--- config.mk ---
export PLATFORM = sky130hd
export DESIGN_NAME = spi_exe_unit_param
export DESIGN_NICKNAME = d
export VERILOG_FILES = /design/src/rtl/spi_exe_pkg.sv /design/src/rtl/spi_alu_param.sv /design/src/rtl/spi_exe_unit_param.sv
export SDC_FILE = /design/constraint.sdc
export NUM_CORES = 1
export LEC_CHECK = 0
export ABC_AREA = 1
export BUFFER_PORTS_ARGS = -buffer_cell sky130_fd_sc_hd__buf_2
export CAP_MARGIN = 25
export CORE_ASPECT_RATIO = 0.9
export CORE_MARGIN = 2
export CORE_UTILIZATION = 65
export DETAILED_ROUTE_END_ITERATION = 10
export PLACE_DENSITY_LB_ADDON = 0.3
export SYNTH_ARGS = -nofsm -noshare
export SYNTH_HDL_FRONTEND = slang
export SYNTH_SLANG_ARGS = --single-unit
--- constraint.sdc ---
create_clock -name i_sclk -period 5.5 [get_ports i_sclk]
set_input_delay 0 -clock i_sclk [delete_from_list [all_inputs] [get_ports i_sclk]]
set_output_delay 0 -clock i_sclk [all_outputs]
set_load 0.01 [all_outputs]
--- src/rtl/spi_exe_pkg.sv ---
// Shared types and constants for the parametrised SPI execution unit.
// Flag indices address the 5-bit status field that sits between result and frame count.
package spi_exe_pkg;

  typedef enum logic [2:0] {
    ST_IDLE,
    ST_LOAD,
    ST_EXEC,
    ST_RESP,
    ST_WAIT_CS
  } state_t;

  typedef enum logic [2:0] {
    OP_ADD = 3'd0,
    OP_SUB = 3'd1,
    OP_AND = 3'd2,
    OP_OR  = 3'd3,
    OP_XOR = 3'd4,
    OP_SHL = 3'd5,
    OP_SHR = 3'd6,
    OP_NOT = 3'd7
  } op_t;

  localparam int NUM_FLAGS    = 5;
  localparam int FLAG_ERR     = 0;
  localparam int FLAG_ZF      = 1;
  localparam int FLAG_CF      = 2;
  localparam int FLAG_SF      = 3;
  localparam int FLAG_OF      = 4;
  localparam int OP_VALID_MAX = 7;

  function automatic int max2(input int a, input int b);
    return (a > b) ? a : b;
  endfunction

endpackage

--- src/rtl/spi_alu_param.sv ---
// Combinational ALU for the SPI execution unit: one operation per frame plus flags.
// Invalid opcodes force a zero result with only ERR raised.
module spi_alu_param
  import spi_exe_pkg::*;
#(
  parameter int W   = 8,
  parameter int OPW = 4
) (
  input  logic [W-1:0]   a,
  input  logic [W-1:0]   b,
  input  logic [OPW-1:0] op,
  output logic [W-1:0]   result,
  output logic           of,
  output logic           sf,
  output logic           cf,
  output logic           zf,
  output logic           err
);

  localparam int SHW = $clog2(W);

  logic [W:0]     sum;
  logic [W:0]     diff;
  logic [SHW-1:0] shamt;
  logic [W:0]     shl_ext;
  logic [W:0]     shr_ext;
  logic           op_valid;
  logic [W-1:0]   res_core;
  logic           cf_core;
  logic           of_core;

  assign sum   = {1'b0, a} + {1'b0, b};
  assign diff  = {1'b0, a} - {1'b0, b};
  assign shamt = b[SHW-1:0];
  // One guard bit on each side catches the last bit shifted out; it stays 0 for a zero shift.
  assign shl_ext = {1'b0, a} << shamt;
  assign shr_ext = {a, 1'b0} >> shamt;

  assign op_valid = (32'(op) <= 32'(OP_VALID_MAX));

  always_comb begin
    res_core = '0;
    cf_core  = 1'b0;
    of_core  = 1'b0;
    case (op_t'(op[2:0]))
      OP_ADD: begin
        res_core = sum[W-1:0];
        cf_core  = sum[W];
        of_core  = (a[W-1] == b[W-1]) && (sum[W-1] != a[W-1]);
      end
      OP_SUB: begin
        res_core = diff[W-1:0];
        cf_core  = diff[W];
        of_core  = (a[W-1] != b[W-1]) && (diff[W-1] != a[W-1]);
      end
      OP_AND: res_core = a & b;
      OP_OR:  res_core = a | b;
      OP_XOR: res_core = a ^ b;
      OP_SHL: begin
        res_core = shl_ext[W-1:0];
        cf_core  = shl_ext[W];
      end
      OP_SHR: begin
        res_core = shr_ext[W:1];
        cf_core  = shr_ext[0];
      end
      OP_NOT: res_core = ~a;
      default: res_core = '0;
    endcase
  end

  always_comb begin
    result = '0;
    of     = 1'b0;
    sf     = 1'b0;
    cf     = 1'b0;
    zf     = 1'b0;
    err    = 1'b1;
    if (op_valid) begin
      result = res_core;
      of     = of_core;
      sf     = res_core[W-1];
      cf     = cf_core;
      zf     = (res_core == '0);
      err    = 1'b0;
    end
  end

endmodule

--- src/rtl/spi_exe_unit_param.sv ---
// SPI-slave (mode 0, MSB first) execution unit: loads {argA, argB, op}, runs the ALU,
// and shifts {result, flags, frame count} back out within the same chip-select window.
module spi_exe_unit_param
  import spi_exe_pkg::*;
#(
  parameter int W    = 8,
  parameter int OPW  = 4,
  parameter int CNTW = 3
) (
  input  logic i_sclk,
  input  logic i_rst,
  input  logic i_cs,
  input  logic i_mosi,
  output logic o_miso,
  output logic o_busy,
  output logic o_done
);

  localparam int IN_BITS  = 2 * W + OPW;
  localparam int OUT_BITS = W + NUM_FLAGS + CNTW;
  localparam int CNT_BITS = $clog2(max2(IN_BITS, OUT_BITS) + 1);
  localparam logic [CNT_BITS-1:0] LOAD_LAST = CNT_BITS'(IN_BITS - 1);
  localparam logic [CNT_BITS-1:0] RESP_LAST = CNT_BITS'(OUT_BITS - 1);

  state_t              state_q;
  state_t              state_d;
  logic [IN_BITS-1:0]  in_sr;
  logic [OUT_BITS-1:0] out_sr;
  logic [CNT_BITS-1:0] bit_cnt;
  logic [CNTW-1:0]     frame_cnt;
  logic [CNTW-1:0]     cnt_next;
  logic                done_q;

  logic [W-1:0]         alu_result;
  logic                 alu_of;
  logic                 alu_sf;
  logic                 alu_cf;
  logic                 alu_zf;
  logic                 alu_err;
  logic [NUM_FLAGS-1:0] flags;

  spi_alu_param #(
    .W   (W),
    .OPW (OPW)
  ) u_alu (
    .a      (in_sr[IN_BITS-1 -: W]),
    .b      (in_sr[OPW +: W]),
    .op     (in_sr[OPW-1:0]),
    .result (alu_result),
    .of     (alu_of),
    .sf     (alu_sf),
    .cf     (alu_cf),
    .zf     (alu_zf),
    .err    (alu_err)
  );

  always_comb begin
    flags           = '0;
    flags[FLAG_OF]  = alu_of;
    flags[FLAG_SF]  = alu_sf;
    flags[FLAG_CF]  = alu_cf;
    flags[FLAG_ZF]  = alu_zf;
    flags[FLAG_ERR] = alu_err;
  end

  assign cnt_next = frame_cnt + CNTW'(1);

  always_ff @(posedge i_sclk or negedge i_rst) begin
    if (!i_rst) state_q <= ST_IDLE;
    else        state_q <= state_d;
  end

  // CS high in any active state abandons the frame; WAIT_CS needs it to rearm.
  always_comb begin
    state_d = state_q;
    case (state_q)
      ST_IDLE: if (!i_cs) state_d = ST_LOAD;
      ST_LOAD: begin
        if (i_cs)                       state_d = ST_IDLE;
        else if (bit_cnt == LOAD_LAST)  state_d = ST_EXEC;
      end
      ST_EXEC: state_d = i_cs ? ST_IDLE : ST_RESP;
      ST_RESP: begin
        if (i_cs)                       state_d = ST_IDLE;
        else if (bit_cnt == RESP_LAST)  state_d = ST_WAIT_CS;
      end
      ST_WAIT_CS: if (i_cs) state_d = ST_IDLE;
      default: state_d = ST_IDLE;
    endcase
  end

  always_ff @(posedge i_sclk or negedge i_rst) begin
    if (!i_rst) begin
      in_sr     <= '0;
      out_sr    <= '0;
      bit_cnt   <= '0;
      frame_cnt <= '0;
      done_q    <= 1'b0;
    end else begin
      done_q <= 1'b0;
      case (state_q)
        ST_IDLE: begin
          if (!i_cs) begin
            in_sr   <= {{(IN_BITS-1){1'b0}}, i_mosi};
            bit_cnt <= CNT_BITS'(1);
          end
        end
        ST_LOAD: begin
          if (!i_cs) begin
            in_sr   <= {in_sr[IN_BITS-2:0], i_mosi};
            bit_cnt <= bit_cnt + CNT_BITS'(1);
          end
        end
        ST_EXEC: begin
          if (!i_cs) begin
            out_sr    <= {alu_result, flags, cnt_next};
            frame_cnt <= cnt_next;
            bit_cnt   <= '0;
            done_q    <= 1'b1;
          end
        end
        ST_RESP: begin
          if (!i_cs) begin
            out_sr  <= {out_sr[OUT_BITS-2:0], 1'b0};
            bit_cnt <= bit_cnt + CNT_BITS'(1);
          end
        end
        default: ;
      endcase
    end
  end

  // Outputs decode from state so an async reset clears them without waiting for a clock.
  assign o_miso = (state_q == ST_RESP) && out_sr[OUT_BITS-1];
  assign o_busy = (state_q == ST_LOAD) || (state_q == ST_EXEC) || (state_q == ST_RESP);
  assign o_done = done_q;

endmodule

==> results of run 1 <==
[worst reg2reg max path, stage by stage, from the launching register on]
cell and delay, ns:
dfrtp_1 0.81, inv_2 0.35, ha_1 0.43, nand3_1 0.09, nand3_1 0.15, nand3_1 0.14, nand2_1 0.09, xor2_1 0.16
o21ai_0 0.21, nand3_1 0.11, nand2_1 0.08, nand2_1 0.05, nand2_1 0.08
[synth_stat cells]
cell type,count
a21boi_0,1
a21o_1,1
a21oi_1,25
a21oi_2,1
a22oi_1,3
a2bb2oi_1,6
a31oi_1,1
buf_2,8
buf_4,4
buf_6,4
clkbuf_1,8
clkinv_1,1
dfrtp_1,48
fa_1,2
ha_1,28
inv_1,67
inv_2,5
inv_4,1
nand2_1,136
nand2_2,6
nand2_4,2
nand3_1,77
nand3_2,3
nand3b_1,1
nand4_1,9
nor2_1,52
nor2_2,4
nor2_4,2
nor3_1,8
o211ai_1,4
o21ai_0,20
o21ai_1,3
o21bai_1,1
o22ai_1,21
o311ai_0,1
o31ai_1,1
or2_1,2
or2_2,3
xnor2_1,2
xor2_1,6
[through the flow]
step	area [um2]	hold slack, ns	cells	utilization, %
2_1_floorplan	3981	-0.2956	578	-
6_report	4120	0.07764	644	68.52
3_3_place_gp	3969	0.2156	633	66.00
5_1_grt	4120	0.1024	644	68.52
4_1_cts	4120	0.07106	644	68.52
3_5_place_dp	3989	-0.07520	634	66.33
[area by class of cell]
cell class / count / area, um2
clock buffers: 5 / 68.82
fillers: 530 / 1893
multi-input cells: 432 / 2360
flip-flops and latches: 48 / 1201
well taps: 72 / 90.09
repair buffers: 10 / 77.57
inverters: 74 / 280.3
clock inverters: 3 / 42.54
[worst paths after layout]
path / startpoint / endpoint / slack, ns / cells past startpoint
worst max-delay path: in_sr[5]$_DFFE_PN0P_ / out_sr[7]$_DFFE_PN0P_ / 2.71 / 12
max in group asynchronous: i_rst / state_q[1]$_DFFE_PN0P_ / 4.86 / 3
worst min-delay path: i_cs / bit_cnt[0]$_DFFE_PN0P_ / 0.08 / 3
worst max register to register: in_sr[5]$_DFFE_PN0P_ / out_sr[7]$_DFFE_PN0P_ / 2.71 / 12
worst min register to register: out_sr[7]$_DFFE_PN0P_ / out_sr[7]$_DFFE_PN0P_ / 0.50 / 2
min in group asynchronous: i_rst / in_sr[2]$_DFFE_PN0P_ / 0.13 / 2
[kinds of logic after synthesis]
| family | Yosys count | share of synthesized area [%] |
|---|---|---|
| flops | 48 | 30.17 |
| buf+inv | 98 | 10.69 |
| compound gates | 89 | 13.33 |
| xor+xnor | 8 | 1.760 |
| simple gates | 305 | 34.26 |
| fa+ha+maj | 30 | 9.805 |
[cell usage in the layout, fill, tap and decap left out, types with 2 or more instances in the layout]
| cell | instances |
|---|---|
| nor2_1 | 52 |
| fa_1 | 2 |
| o21ai_0 | 20 |
| a2bb2oi_1 | 6 |
| o21ai_1 | 3 |
| a22oi_1 | 3 |
| nor2_2 | 4 |
| clkbuf_8 | 5 |
| xnor2_1 | 2 |
| o211ai_1 | 4 |
| xor2_1 | 6 |
| o22ai_1 | 21 |
| buf_2 | 6 |
| nor2_4 | 2 |
| inv_2 | 5 |
| ha_1 | 28 |
| dlygate4sd3_1 | 2 |
| nand3_1 | 77 |
| nor3_1 | 7 |
| dfrtp_1 | 48 |
| nand2_1 | 136 |
| nand3_2 | 3 |
| nand2_2 | 6 |
| nand2_4 | 2 |
| inv_1 | 67 |
| a21oi_1 | 25 |
| or2_2 | 3 |
| or2_1 | 2 |
| nand4_1 | 9 |
[state kept, by name, summed over array words and instances (netlist names)]
name	flops
in_sr	20
frame_cnt	3
state_q	3
o_done	1
bit_cnt	5
out_sr	16
[per-layer routing]
metal  GRT usage [%]  routed length, um  vias up
li1                -                  -     1889
met1           51.46               4971     1847
met2           49.92               4706      178
met3           8.307               1100       30
met4           12.34                284        0
met5               0                  0        -
[power by group through the flow]
stage	clock network (mW)	logic, mW	registers (mW)
after floorplan	0	0.562	0.508
after global placement	0	0.645	0.569
after detailed placement	0	0.667	0.575
after CTS	0.264	0.671	0.570
after global routing	0.274	0.759	0.588
final	0.262	0.684	0.572
==> key figures, run 1 <==
Run status
  • Status: finished, final reports clean

Setup path
  • CP top delay family: flip-flops
  • Crit end category: register
  • Slowest cell on crit path: dfrtp_1
  • Worst Path Max Fanout: 21
  • Worst path bufs/invs: 1
  • Startpoint Class: register
  • Max incr delay on CP: 0.81 ns
  • WP data arrival: 3.04 ns
  • Critical Path RT: 5.76 ns
  • Worst-path cell chain: inv_2 > ha_1 > nand3_1 > nand3_1 > nand3_1 > nand2_1 > xor2_1 > o21ai_0 > nand3_1 > nand2_1 > nand2_1 > nand2_1
  • Worst setup path category: reg -> reg

Clocking
  • CTS Hold Bufs: 2
  • Clk_lat worst skew: 0.31 ns
  • Post-CTS sizing: 0
  • Clock Sinks: 48
  • Post CTS Setup Buffer Count: 0
  • CTS tree: done
  • CTS buffer count: 5
  • CTS Buffer Depth: 2
  • Clock Tree Root: clkbuf_8
  • H-tree lvl count: 2
  • Clock Pin Slew Worst Setup and Hold Paths: 0.10 ns

GRT
  • Number of global-route vias before repair: 3683
  • Global-route wire length before repair: 18340 um
  • Initial antenna violation count: 0
  • Largest net degree at the start of global routing: 38
  • GRT Total Usage: 34.91%
  • GRT overflow: 0

Power
  • Static Leak: 2.111 nW
  • NetSw: 0.6981 mW
  • Proportion of power drawn by the clock network: 17.2%
  • Worst VDD drop: 0.3223 mV
  • Flop pwr share: 37.7%
  • Power Total: 1.519 mW
  • Sw frac: 45.97%
  • Power Internal: 0.8205 mW
  • Combinational power share: 45.1%
  • Pwr Density: 368.6 nW/um2

Layout
  • Fin nets: 605
  • ANT cells: 0
  • Area overhead of the layout relative to synthesis: 3.488%
  • Share of layout cells above drive strength 1: 7.692%

Yosys
  • Mapped Area: 3981 um2
  • Post-synthesis sequential area ratio: 30.17%
  • Flop and latch count out of synthesis: 48
  • Cell type with the largest total area after synthesis: dfrtp_1
  • Syn avg cell area: 6.888 um2
  • Largest cells by area after synthesis: dfrtp_1 (30%), nand2_1 (13%), nand3_1 (9.7%)
  • Syn nets: 612
  • Post-Synthesis Cells: 578
  • YS warnings: 0
  • Area fraction of the dominant cell type after synthesis: 30.17%
  • Unique cell type count in the Yosys netlist: 40

STA
  • Max-slew violations: 0
  • Final setup fails: 0
  • Endpoints failing hold: 0
  • Final Critical Period: 2.786 ns
  • Final WS setup: 2.714 ns
  • Final TNS setup: 0 ns
  • Fmax: 0.3589 GHz
  • Skew final: 0.01211 ns
  • Worst rel slew slack: 38.98%
  • RSZ-0062 raised after global routing: false
  • Slew @ Worst Pin: 0.9120 ns
  • Fin crit share: 50.66%

Run
  • Maximum capacitance violations: 0

Place
  • Port Buffers: 6
  • Post-Place Worst Slack: 2.789 ns
  • Gp weighted congestion: 0.9732
  • Post-DP HPWL: 8391 um

Route
  • 1st-pass router iterations: 5
  • Wire length per cell: 17.18 um
  • Via count: 3944
  • Detail Route Antenna Nets: 0
  • DRT Wirelength: 11060 um
  • Vias/cell: 6.124
  • Residual DRC count: 0
  • Violation count after the first detailed-routing iteration: 309

Die
  • Site Rows: 27
  • Die height: 78.25 um
  • Core Area: 6013 um2
  • Die X-Extent: 86.50 um
  • I/O Pins: 7
  • Initial core utilization: 66.21%
  • Die area: 6768 um2

Worst hold path
  • Hold WC Path Type: in -> reg
Note: power is estimated with default switching activity, not from simulation.
==> run 2: changes to the inputs <==
--- a/config.mk
+++ b/config.mk
@@ -10,7 +10,7 @@
 export CAP_MARGIN = 25
 export CORE_ASPECT_RATIO = 0.9
 export CORE_MARGIN = 2
-export CORE_UTILIZATION = 65
+export CORE_UTILIZATION = 58
 export DETAILED_ROUTE_END_ITERATION = 10
 export PLACE_DENSITY_LB_ADDON = 0.3
 export SYNTH_ARGS = -nofsm -noshare
==> constraint.sdc (replaced) <==
create_clock -name i_sclk -period 2.55 [get_ports i_sclk]
set_input_delay 0 -clock i_sclk [delete_from_list [all_inputs] [get_ports i_sclk]]
set_output_delay 0 -clock i_sclk [all_outputs]
set_load 0.01 [all_outputs]
==> key figures, run 2 (same netlist as run 1, synthesis figures left out) <==
Clocking
  • CTS buffer count: 5 (unchanged)
  • Clock Sinks: 48 (unchanged)
  • CTS Buffer Depth: 2 (unchanged)
  • H-tree lvl count: 2 (unchanged)
  • Clock Tree Root: clkbuf_8
  • Clk_lat worst skew: 0.31 ns (about the same)
  • CTS tree: done
  • Clock Pin Slew Worst Setup and Hold Paths: 0.09 ns (about the same)

GRT
  • GRT Total Usage: 32.12% (-2.8 points)
  • Global-route wire length before repair: 18720 um (+2.1%)
  • Largest net degree at the start of global routing: 31 (-18%)
  • Number of global-route vias before repair: 3667 (-0.43%)
  • GRT overflow: 0 (unchanged)
  • Initial antenna violation count: 0 (unchanged)

Route
  • Wire length per cell: 16.90 um (-1.6%)
  • Residual DRC count: 0 (unchanged)
  • Detail Route Antenna Nets: 0 (unchanged)
  • 1st-pass router iterations: 5 (unchanged)
  • DRT Wirelength: 11430 um (+3.3%)
  • Vias/cell: 5.846 (-4.5%)
  • Via count: 3952 (+0.20%)
  • Violation count after the first detailed-routing iteration: 298 (-3.6%)

Layout
  • Commonest non-fill, non-tap cell in the layout: nand2_1
  • Register Area: 1202 um2 (+0.10%)
  • Final Cell Area: 4262 um2 (+3.4%)
  • Area overhead of the layout relative to synthesis: 7.040%
  • Final core utilization: 64.36% (-4.2 points)
  • Largest Register: in_sr
  • Filler cells: 600 (+13%)
  • Commonest cells after routing, fill and taps aside: nand2_1 (136), nand3_1 (77), inv_1 (67)
  • ANT cells: 0 (unchanged)
  • Share of layout cells above drive strength 1: 10.07% (+2.4 points)
  • Area of the multi-input gates: 2360 um2 (unchanged)
  • Max reg flops: 20 (unchanged)
  • Fin nets: 620 (+2.5%)
  • Top flop regs: in_sr: 20 flops, out_sr: 16 flops, bit_cnt: 5 flops

STA
  • Final TNS setup: 0 ns (unchanged)
  • Fin crit share: 91.56% (+41 points)
  • Endpoints failing hold: 0 (unchanged)
  • Fmax: 0.4283 GHz (+19%)
  • RSZ-0062 raised after global routing: false
  • Worst rel slew slack: 55.92% (+17 points)
  • Worst Hold Margin: 0.05499 ns (-0.02266 ns)
  • Final setup fails: 0 (unchanged)
  • Skew final: 0.007917 ns (-0.004192 ns)
  • Final Critical Period: 2.335 ns (-0.4514 ns)
  • Slew @ Worst Pin: 0.6612 ns (-0.2508 ns)
  • Max-slew violations: 0 (unchanged)

Die
  • I/O Pins: 7 (unchanged)
  • Die area: 7544 um2 (+11%)
  • Die height: 82.60 um (+5.6%)
  • Core Area: 6621 um2 (+10%)
  • Die X-Extent: 91.33 um (+5.6%)
  • Site Rows: 28 (+3.7%)
  • Initial core utilization: 60.13% (-6.1 points)

Setup path
  • Worst-path cell chain: inv_1 > ha_1 > fa_1 > inv_1 > nand2_1 > nand2_1 > nand3_1 > nand2_1 > a21oi_1 > o21ai_0 > nand2_1 > o21ai_0 > nand2_1 > nand2_1 > nand2_1
  • Crit end category: register
  • Startpoint Class: register
  • CP top delay family: adder cells
  • Max incr delay on CP: 0.42 ns (-0.39 ns)
  • Worst path bufs/invs: 2 (+1)
  • Slowest cell on crit path: dfrtp_1
  • Most frequent CP cell: nand2_1
  • FF-to-FF setup slack: 0.22 ns (-2.50 ns)
  • Worst setup path category: reg -> reg
  • Worst Path Max Fanout: 5 (-76%)
  • Critical Path RT: 2.76 ns (-3.00 ns)
  • WP data arrival: 2.54 ns (-0.50 ns)

Power
  • Worst VDD drop: 0.5683 mV (+76%)
  • Pwr Density: 790.0 nW/um2 (+110%)
  • Static Leak: 2.190 nW (+3.7%)
  • Power Total: 3.367 mW (+120%)

Place
  • Post-DP HPWL: 8858 um (+5.6%)
  • Gp weighted congestion: 1.055 (+8.4%)
  • Port Buffers: 6 (unchanged)
  • Area after DPL: 4111 um2 (+3.1%)

Run status
  • Status: finished, final reports clean

Run
  • Maximum capacitance violations: 0 (unchanged)

Worst hold path
  • Hold WC Path Type: in -> reg
run 2: cell types whose count changed in the layout (fill, tap and decap cells not counted), sizes merged:
cell / change
clkinv: -1
bufinv: +1
clkinvlp: -1
buf: +15
run 2: worst paths after layout:
| kind | to | startpoint | cells past startpoint |
|---|---|---|---|
| worst max-delay path | out_sr[5]$_DFFE_PN0P_ | in_sr[12]$_DFFE_PN0P_ | 15 |
| worst min-delay path | bit_cnt[0]$_DFFE_PN0P_ | i_cs | 3 |
| min in group asynchronous | in_sr[8]$_DFFE_PN0P_ | i_rst | 2 |
| worst min register to register | out_sr[3]$_DFFE_PN0P_ | out_sr[3]$_DFFE_PN0P_ | 2 |
| max in group asynchronous | out_sr[10]$_DFFE_PN0P_ | i_rst | 3 |
| worst max register to register | out_sr[5]$_DFFE_PN0P_ | in_sr[12]$_DFFE_PN0P_ | 15 |
run 2: area by class of cell:
class	count	share of cell area [%]
Inverter	74	6.577
Timing Repair Buffer	25	4.169
Clock inverter	2	1.409
Clock buffer	5	1.615
Tap cell	90	2.642
Multi-Input combinational cell	432	55.37
Sequential cell	48	28.21
run 2: worst min-delay path: cells and delay by family:
kind / cells / cell delay, ns
buffers and inverters: 1 / 0.16
AO/OA/AOI/OAI: 1 / 0.06
AND/OR/NAND/NOR: 1 / 0.11
run 2: timing repair:
| item | 4_1_cts | 5_1_grt |
|---|---|---|
| setup buffers | 0 | 0 |
| resized for setup | 0 | 1 |
| endpoints found under the setup margin | 0 | 1 |
| hold buffers | 2 | 0 |
| hold endpoints to repair | 29 | 0 |
run 2: through the flow:
stage	std cells	worst slack, ns
after detailed placement	667	0.2806
after CTS	676	0.2511
final	676	0.2153
after global routing	676	0.02092
after global placement	667	0.3624
after floorplan	578	0.4929
run 2: power breakdown:
group          internal (mW)  total (mW)  leakage, nW  switching, mW
clock                  0.386       0.648       0.0642          0.262
sequential             0.981        1.20        0.624          0.217
combinational          0.531        1.52         1.50          0.991
total                   1.90        3.37         2.19           1.47
run 2: layer usage:
metal  wire, um  global-route usage [%]
met4        260                   11.67
met1       5205                   45.21
met5          0                       0
met2       5020                   49.56
met3        939                   6.352
